`src/rtl/alu_seq16.sv`:
```
// alu_seq16: sequences one 16-bit ADD/SUB/INC/DEC through the shared 8-bit alu as two byte passes.
// Optional macro ALU_SEQ16_B2B_EN lets a new request be accepted in the same edge as the response handshake.
module alu_seq16 #(
  parameter int unsigned DATA_SIZE = 8,
  parameter int unsigned RES_SIZE  = 16,
  localparam int unsigned WORD_W   = 2 * DATA_SIZE
) (
  input  logic                 clk,
  input  logic                 rst_n,
  input  logic                 req_valid_i,
  output logic                 req_ready_o,
  input  logic [1:0]           req_op_i,
  input  logic [WORD_W-1:0]    req_a_i,
  input  logic [WORD_W-1:0]    req_b_i,
  output logic                 resp_valid_o,
  input  logic                 resp_ready_i,
  output logic [WORD_W-1:0]    resp_data_o,
  output logic                 resp_c_o,
  output logic                 resp_z_o,
  output logic                 resp_flags_we_o,
  output logic [2:0]           alu_op_o,
  output logic                 alu_ext_o,
  output logic                 alu_misc_o,
  output logic [DATA_SIZE-1:0] alu_src_o,
  output logic [DATA_SIZE-1:0] alu_dest_o,
  input  logic [RES_SIZE-1:0]  alu_res_i
);

  localparam logic [2:0] ALU_ADD = 3'b000;
  localparam logic [2:0] ALU_SUB = 3'b010;

  typedef enum logic [1:0] {S_IDLE, S_LO, S_HI, S_DONE} state_t;

  state_t                state_q, state_d;
  logic [WORD_W-1:0]     a_q, a_d;
  logic [WORD_W-1:0]     b_q, b_d;
  logic [1:0]            op_q, op_d;
  logic [DATA_SIZE-1:0]  lo_q, lo_d;
  logic                  rdy_q, rdy_d;
  logic                  valid_q, valid_d;
  logic [WORD_W-1:0]     data_q, data_d;
  logic                  c_q, c_d;
  logic                  z_q, z_d;
  logic                  we_q, we_d;
  logic [2:0]            alu_op_q, alu_op_d;
  logic                  ext_q, ext_d;
  logic                  misc_q, misc_d;
  logic [DATA_SIZE-1:0]  src_q, src_d;
  logic [DATA_SIZE-1:0]  dest_q, dest_d;

  logic                  accept;
  logic [WORD_W-1:0]     req_b_eff;
  logic [WORD_W-1:0]     result_full;
  logic                  unused_res;

  assign unused_res = ^alu_res_i[RES_SIZE-1:DATA_SIZE+1];

  // In DONE the back-to-back build forwards resp_ready so both handshakes can share an edge.
`ifdef ALU_SEQ16_B2B_EN
  assign req_ready_o = rdy_q | ((state_q == S_DONE) & resp_ready_i);
`else
  assign req_ready_o = rdy_q;
`endif

  assign accept      = req_valid_i & req_ready_o;
  assign req_b_eff   = req_op_i[1] ? WORD_W'(1) : req_b_i;
  assign result_full = {alu_res_i[DATA_SIZE-1:0], lo_q};

  // Next-state and registered-output logic; alu drive values are prepared one edge ahead.
  always_comb begin
    state_d  = state_q;
    a_d      = a_q;
    b_d      = b_q;
    op_d     = op_q;
    lo_d     = lo_q;
    rdy_d    = 1'b0;
    valid_d  = valid_q;
    data_d   = data_q;
    c_d      = c_q;
    z_d      = z_q;
    we_d     = we_q;
    alu_op_d = 3'b000;
    ext_d    = 1'b0;
    misc_d   = 1'b0;
    src_d    = '0;
    dest_d   = '0;

    case (state_q)
      S_IDLE: begin
        rdy_d = 1'b1;
        if (accept) begin
          rdy_d = 1'b0;
        end
      end
      S_LO: begin
        lo_d     = alu_res_i[DATA_SIZE-1:0];
        misc_d   = alu_res_i[DATA_SIZE];
        alu_op_d = alu_op_q;
        ext_d    = 1'b1;
        dest_d   = a_q[WORD_W-1:DATA_SIZE];
        src_d    = b_q[WORD_W-1:DATA_SIZE];
        state_d  = S_HI;
      end
      S_HI: begin
        data_d  = result_full;
        c_d     = alu_res_i[DATA_SIZE];
        z_d     = (result_full == '0);
        we_d    = ~op_q[1];
        valid_d = 1'b1;
        state_d = S_DONE;
      end
      S_DONE: begin
        if (resp_ready_i) begin
          valid_d = 1'b0;
          rdy_d   = ~accept;
          state_d = S_IDLE;
        end
      end
      default: state_d = S_IDLE;
    endcase

    // A request can be taken in IDLE, or in DONE for the back-to-back build.
    if (accept) begin
      a_d      = req_a_i;
      b_d      = req_b_eff;
      op_d     = req_op_i;
      alu_op_d = req_op_i[0] ? ALU_SUB : ALU_ADD;
      dest_d   = req_a_i[DATA_SIZE-1:0];
      src_d    = req_b_eff[DATA_SIZE-1:0];
      ext_d    = 1'b0;
      misc_d   = 1'b0;
      state_d  = S_LO;
    end
  end

  always_ff @(posedge clk or negedge rst_n) begin
    if (!rst_n) begin
      state_q  <= S_IDLE;
      a_q      <= '0;
      b_q      <= '0;
      op_q     <= 2'b00;
      lo_q     <= '0;
      rdy_q    <= 1'b0;
      valid_q  <= 1'b0;
      data_q   <= '0;
      c_q      <= 1'b0;
      z_q      <= 1'b0;
      we_q     <= 1'b0;
      alu_op_q <= 3'b000;
      ext_q    <= 1'b0;
      misc_q   <= 1'b0;
      src_q    <= '0;
      dest_q   <= '0;
    end else begin
      state_q  <= state_d;
      a_q      <= a_d;
      b_q      <= b_d;
      op_q     <= op_d;
      lo_q     <= lo_d;
      rdy_q    <= rdy_d;
      valid_q  <= valid_d;
      data_q   <= data_d;
      c_q      <= c_d;
      z_q      <= z_d;
      we_q     <= we_d;
      alu_op_q <= alu_op_d;
      ext_q    <= ext_d;
      misc_q   <= misc_d;
      src_q    <= src_d;
      dest_q   <= dest_d;
    end
  end

  assign resp_valid_o    = valid_q;
  assign resp_data_o     = data_q;
  assign resp_c_o        = c_q;
  assign resp_z_o        = z_q;
  assign resp_flags_we_o = we_q;
  assign alu_op_o        = alu_op_q;
  assign alu_ext_o       = ext_q;
  assign alu_misc_o      = misc_q;
  assign alu_src_o       = src_q;
  assign alu_dest_o      = dest_q;

endmodule
```
`config.mk`:
```
export PLATFORM = sky130hd
export DESIGN_NAME = alu_seq16
export DESIGN_NICKNAME = d
export VERILOG_FILES = /design/src/rtl/alu_seq16.sv
export SDC_FILE = /design/constraint.sdc
export NUM_CORES = 1
export LEC_CHECK = 0
export ABC_AREA = 1
export CORE_MARGIN = 2
export CORE_UTILIZATION = 48
export CTS_BUF_LIST = sky130_fd_sc_hd__clkbuf_16
export CTS_CLUSTER_DIAMETER = 50
export DETAILED_ROUTE_END_ITERATION = 8
export PLACE_DENSITY = 0.85
export SETUP_SLACK_MARGIN = 0.02
export SLEW_MARGIN = 25
export SYNTH_ARGS = -nofsm -noshare
export SYNTH_HDL_FRONTEND = slang
export SYNTH_SLANG_ARGS = --single-unit
export TNS_END_PERCENT = 1
```
`constraint.sdc`:
```
create_clock -name clk -period 3.65 [get_ports clk]
set_input_delay 0.5475 -clock clk [delete_from_list [all_inputs] [get_ports clk]]
set_output_delay 0.5475 -clock clk [all_outputs]
set_load 0.01 [all_outputs]
```
==> results of run 1 <==
-- power by group through the flow --
stage / Combinational, mW / Sequential [mW] / Clock, mW
floorplan: 0.473 / 1.21 / 0
global placement: 0.958 / 1.15 / 0
detailed placement: 0.994 / 1.17 / 0
CTS: 1.00 / 1.16 / 0.799
global route: 1.11 / 1.19 / 0.843
finish: 0.985 / 1.15 / 0.791
-- layout make-up --
type                    count  area [sq um]
clock buffers               9           225
clock inverters             6          50.0
fillers                   426          1600
inverters                  22          82.6
multi-input cells         180           806
flip-flops and latches     67          1680
well taps                  72          90.1
repair buffers             88           871
-- sequential cells by signal, summed over array words and instances, names as in the netlist --
name	flops
a_q	8
alu_dest_o	8
alu_ext_o	1
alu_misc_o	1
alu_op_o	1
alu_src_o	8
b_q	8
lo_q	8
op_q	1
req_ready_o	1
resp_c_o	1
resp_data_o	16
resp_flags_we_o	1
resp_valid_o	1
resp_z_o	1
state_q	2
-- metal layers --
metal / up-vias / routed length, um
li1: 1043 / -
met1: 975 / 2310
met2: 85 / 2850
met3: 15 / 397
met4: 0 / 133
met5: - / 0
-- kinds of logic after synthesis --
group / share of synthesized area, %
adders and majority gates: 2.36
and+or+nand+nor: 19.4
buffers and inverters: 6.56
other: 0.141
DFF: 63.2
AOI/OAI and AO/OA: 8.30
-- worst reg2reg max path: stages, from the launching register on --
cell and delay [ns]:
dfrtp_1 0.41, inv_1 0.13, ha_1 0.50, inv_1 0.36, o31ai_1 0.31
-- placed cells by master (no fill, tap or decap), types with 2 or more instances in the layout --
cell	n
ha_1	5
clkbuf_16	9
nor2_1	13
clkinv_1	2
o21ai_0	26
buf_4	2
nor3_1	2
nand3_1	2
inv_2	2
nand2_1	113
conb_1	2
o31ai_1	2
o21ai_1	10
inv_1	22
dfrtp_1	67
clkdlybuf4s50_1	85
-- final timing paths --
check / from / end / slack [ns] / depth (start not counted)
setup / recovery: req_ready_o$_DFF_PN0_ / req_ready_o / 1.84 / 1
hold / removal: rst_n / resp_data_o[6]$_DFFE_PN0N_ / 0.26 / 2
setup reg to reg: state_q[1]$_DFFE_PN0P_ / alu_src_o[1]$_DFF_PN0_ / 1.84 / 4
hold reg to reg: op_q[1]$_DFFE_PN0P_ / resp_flags_we_o$_DFFE_PN0N_ / 0.45 / 1
max in group asynchronous: rst_n / alu_misc_o$_DFF_PN0_ / 3.07 / 2
min in group clk: op_q[1]$_DFFE_PN0P_ / resp_flags_we_o$_DFFE_PN0N_ / 0.45 / 1
==> reports/qor.yml, run 1 <==
drive_above_1_share_pct: 5.11
core-area_sq_mm: 0.00541
pwr-share-clk_pct: 27.0
maxCapViolations: 0
start_util_pct: 49.1
groute.usage.overall_pct: 20.3
place_area_sq_mm: 0.00353
rsz0062_at_grt: "false"
syn_area_sq_mm: 0.00265
dp_hpwl_um: 4070
cts_tree: "done"
layout.nets: 427
fin_skew_ns: 0.00629
antenna_found_initial: 0
finalCritPeriodShare_pct: 49.7
setup_ws_ns: 1.84
clockRootBuffer: "clkbuf_16"
clk_latency_ns: 0.32
crit_chain: "clkdlybuf4s50_1"
grtUsageMet1_pct: 22.8
avgSynthCellArea_sq_um: 9.47
seqPwrFrac_pct: 39.4
cts_setup_buffers: 0
htree_levels: 3
endpoint_kind: "output pin"
diodes: 0
switching_share_pct: 31.8
grt_overflow: 0
fin_tns_setup_ns: 0
seq_area_frac_synth_pct: 63.2
fin_util_pct: 70.3
drt_first_pass_iters: 4
die-area_sq_mm: 0.00614
cpMaxStageDelayCell: "clkdlybuf4s50_1"
postCtsHoldBufs: 0
met2_usage_pct: 35.3
rows: 27
synth_ff_type: "dfrtp_1"
cp_data_required_time_ns: 3.10
drcViolationCount: 0
grt_max_degree: 36
grt.busiest_layer: "met2"
combPwrFrac_pct: 33.6
globalplace.congestion: 0.784
hold_slack_ns: 0.256
status: "finished, final reports clean"
switching_power_mw: 0.931
cp-start-kind: "flop"
finalSetupViolations: 0
clockBufferDepth: 2
hold_class: "primary input to asynchronous set/reset pin"
place_ws_ns: 1.66
synth_top_area_cell: "dfrtp_1"
path_delay_family: "buffers and inverters"
numPortBuffers: 86
drtIter0Drc: 86
grt_pass1_vias: 2103
p_total_mw: 2.93
dpl.cell_count: 429
area_growth_syn_to_layout_pct: 43.3
wl_per_cell_um: 12.8
cts_made_buffers: 9
ys_seq_elements: 67
hold_viol: 0
final_max_slew_viol_count: 0
yosysTopAreaCellShare_pct: 63.2
grt_pass1_wl_um: 9400
yosysMostFrequentCell: "nand2_1"
cp.buffers_inverters: 1
cts.repair.resized: 0
synth-edff-count: 0
cp_max_fo: 2
tightest_slew_ns: 0.540
arrival_ns: 1.27
p_int_mw: 2.00
ir_drop_mv: 0.327
clock.fmax_mhz: 551
die_y_um: 78.3
drt_wl_total_um: 5690
synthArstFlopShare_pct: 100
fin_area_sq_mm: 0.00380
use_met3_pct: 6.90
fin_cells: 444
synth_cells: 280
ys.warnings.count: 0
die_x_um: 78.3
p_leak_nw: 1.82
synthTopCellsByArea: "dfrtp_1 63%, nand2_1 16%, o21ai_0 4.9%"
slowest_delay_ns: 0.56
fin_crit_ns: 1.81
powerDensity_mw_per_mm2: 771
post_drt_via_cell_ratio: 4.77
netlist_top_cells_count: "113 x nand2_1, 67 x dfrtp_1, 26 x o21ai_0"
clk_pin_slew_ns: 0.05
ant_nets: 0
slew_headroom_pct: 64.0
timing.setup.critical_path_class: "flop to output pin"
vias: 2118
top_level_ports: 96
cts_sinks: 67
synth_cell_types: 20
No activity file was read; power rests on OpenSTA's default activity.
==> run 2: changes to the inputs <==
--- a/config.mk
+++ b/config.mk
@@ -7,11 +7,11 @@
 export LEC_CHECK = 0
 export ABC_AREA = 1
 export CORE_MARGIN = 2
-export CORE_UTILIZATION = 48
+export CORE_UTILIZATION = 40
 export CTS_BUF_LIST = sky130_fd_sc_hd__clkbuf_16
 export CTS_CLUSTER_DIAMETER = 50
 export DETAILED_ROUTE_END_ITERATION = 8
-export PLACE_DENSITY = 0.85
+export PLACE_DENSITY = 0.76
 export SETUP_SLACK_MARGIN = 0.02
 export SLEW_MARGIN = 25
 export SYNTH_ARGS = -nofsm -noshare
==> constraint.sdc (replaced) <==
create_clock -name clk -period 1.6 [get_ports clk]
set_input_delay 0.24 -clock clk [delete_from_list [all_inputs] [get_ports clk]]
set_output_delay 0.24 -clock clk [all_outputs]
set_load 0.01 [all_outputs]
==> run 2 against run 1 <==
- worst setup slack lost 1.8 ns
- hold slack gained 0.19 ns
- sequential power grew 130%
- critical path depth stayed put
- via count increased by 0.99%
- non-clock buffer count grew 7
- flip-flop and latch count unchanged
- design area up 2.8%
- first-iteration DRC count rose by 52%
==> reports/qor.yml, run 2 (same netlist as run 1, synthesis figures left out) <==
groute.usage.overall_pct: 17.3
area_growth_syn_to_layout_pct: 47.3
cp_data_required_time_ns: 1.36
switching_power_mw: 2.18
post_drt_via_cell_ratio: 4.68
layout_commonest_cell: "nand2_1"
grt_pass1_vias: 2203
place_area_sq_mm: 0.00359
cp_max_fo: 2
clock.fmax_mhz: 653
rsz0062_at_grt: "false"
htree_levels: 3
status: "finished, final reports clean"
drtIter0Drc: 131
cts.repair.resized: 0
finalCritPeriodShare_pct: 95.7
drt_first_pass_iters: 4
grt_pass1_wl_um: 9730
endpoint_kind: "output pin"
die_y_um: 85.4
fin_skew_ns: 0.00325
start_util_pct: 41.5
finalSetupViolations: 0
combPwrFrac_pct: 33.2
vias: 2139
cpMaxStageDelayCell: "clkdlybuf4s50_1"
top_level_ports: 96
clockRootBuffer: "clkbuf_16"
drive_above_1_share_pct: 7.37
diodes: 0
p_int_mw: 4.79
grt_overflow: 0
drcViolationCount: 0
wl_met2_um: 2810
clockBufferDepth: 2
rows: 29
cp.buffers_inverters: 1
arrival_ns: 1.29
route.met3.wl_um: 401
path_delay_family: "buffers and inverters"
ant_nets: 0
numPortBuffers: 86
timing.setup.critical_path_class: "flop to output pin"
cts_tree: "done"
place_ws_ns: 0.154
powerDensity_mw_per_mm2: 1780
seqPwrFrac_pct: 37.6
cts_made_buffers: 9
cp-start-kind: "flop"
dp_hpwl_um: 4100
globalplace.congestion: 0.806
wl_per_cell_um: 12.6
die-area_sq_mm: 0.00730
fin_area_sq_mm: 0.00391
hold_class: "primary input to asynchronous set/reset pin"
wl_met1_um: 2460
p_total_mw: 6.97
postCtsHoldBufs: 1
hold_viol: 0
grt_max_degree: 68
cts_sinks: 67
p_leak_nw: 1.87
mostFrequentLayoutCells: "113 x nand2_1, 85 x clkdlybuf4s50_1, 67 x dfrtp_1"
clk_latency_ns: 0.33
cts_setup_buffers: 0
fin_crit_ns: 1.53
antenna_found_initial: 0
drt_wl_total_um: 5780
final_max_slew_viol_count: 0
switching_share_pct: 31.3
core-area_sq_mm: 0.00639
dr.max_layer_used: "met4"
die_x_um: 85.4
largest_register_ffs: 16
layout.nets: 434
clk_pin_slew_ns: 0.05
ir_drop_mv: 0.981
slowest_delay_ns: 0.56
crit_chain: "clkdlybuf4s50_1"
fin_tns_setup_ns: 0
pwr-share-clk_pct: 29.2
setup_ws_ns: 0.0684
maxCapViolations: 0
==> run 2: changes by cell type in the layout (fill, tap and decap cells not counted), sizes merged <==
cell and change:
buf +6, bufinv +1, clkinv +2, dlygate4sd3 +1
inv -2
==> run 2: final cells by class <==
cell class	count	area (sq um)
Fill cell	550	2480
Sequential cell	67	1680
Timing Repair Buffer	95	938
Multi-Input combinational cell	180	806
Clock buffer	9	225
Tap cell	77	96.3
Clock inverter	7	82.6
Inverter	22	82.6
==> run 2: power groups by stage <==
stage | clock, mW | combinational, mW | sequential, mW
after floorplan | 0 | 1.08 | 2.77
after global placement | 0 | 2.26 | 2.63
after detailed placement | 0 | 2.33 | 2.65
after CTS | 2.07 | 2.36 | 2.63
after global routing | 2.16 | 2.60 | 2.70
final | 2.03 | 2.32 | 2.62
==> run 2: final timing paths <==
kind / from / cells past startpoint / slack [ns] / endpoint
setup / recovery: req_ready_o$_DFF_PN0_ / 1 / 0.07 / req_ready_o
hold / removal: rst_n / 3 / 0.45 / resp_data_o[6]$_DFFE_PN0N_
setup reg to reg: state_q[1]$_DFFE_PN0P_ / 4 / 0.20 / alu_src_o[1]$_DFF_PN0_
hold reg to reg: op_q[1]$_DFFE_PN0P_ / 1 / 0.46 / resp_flags_we_o$_DFFE_PN0N_
max in group asynchronous: rst_n / 3 / 0.85 / alu_dest_o[5]$_DFF_PN0_
min in group clk: req_a_i[10] / 3 / 0.45 / a_q[10]$_DFFE_PN0P_
==> run 2: metrics by stage <==
stage | utilization (%) | cells | hold slack, ns
after floorplan | - | 281 | -0.0556
after global placement | 56.2 | 440 | 0.284
after detailed placement | 56.2 | 440 | 0.285
after CTS | 61.2 | 457 | 0.436
after global routing | 61.2 | 457 | 0.451
final | 61.2 | 457 | 0.447
==> run 2: layer usage <==
layer  global-route usage [%]  up-vias
met3                     5.35        8
met4                     8.23        0
met1                     19.5     1003
met2                     29.8       72
met5                        0        -
li1                         -     1056
==> run 3: changes to the inputs <==
--- a/config.mk
+++ b/config.mk
@@ -13,7 +13,7 @@
 export DETAILED_ROUTE_END_ITERATION = 8
 export PLACE_DENSITY = 0.76
 export SETUP_SLACK_MARGIN = 0.02
-export SLEW_MARGIN = 25
+export SLEW_MARGIN = 20
 export SYNTH_ARGS = -nofsm -noshare
 export SYNTH_HDL_FRONTEND = slang
 export SYNTH_SLANG_ARGS = --single-unit
==> results of run 3 <==
Same layout as run 2: the final DEF is identical, and so are final timing and power.
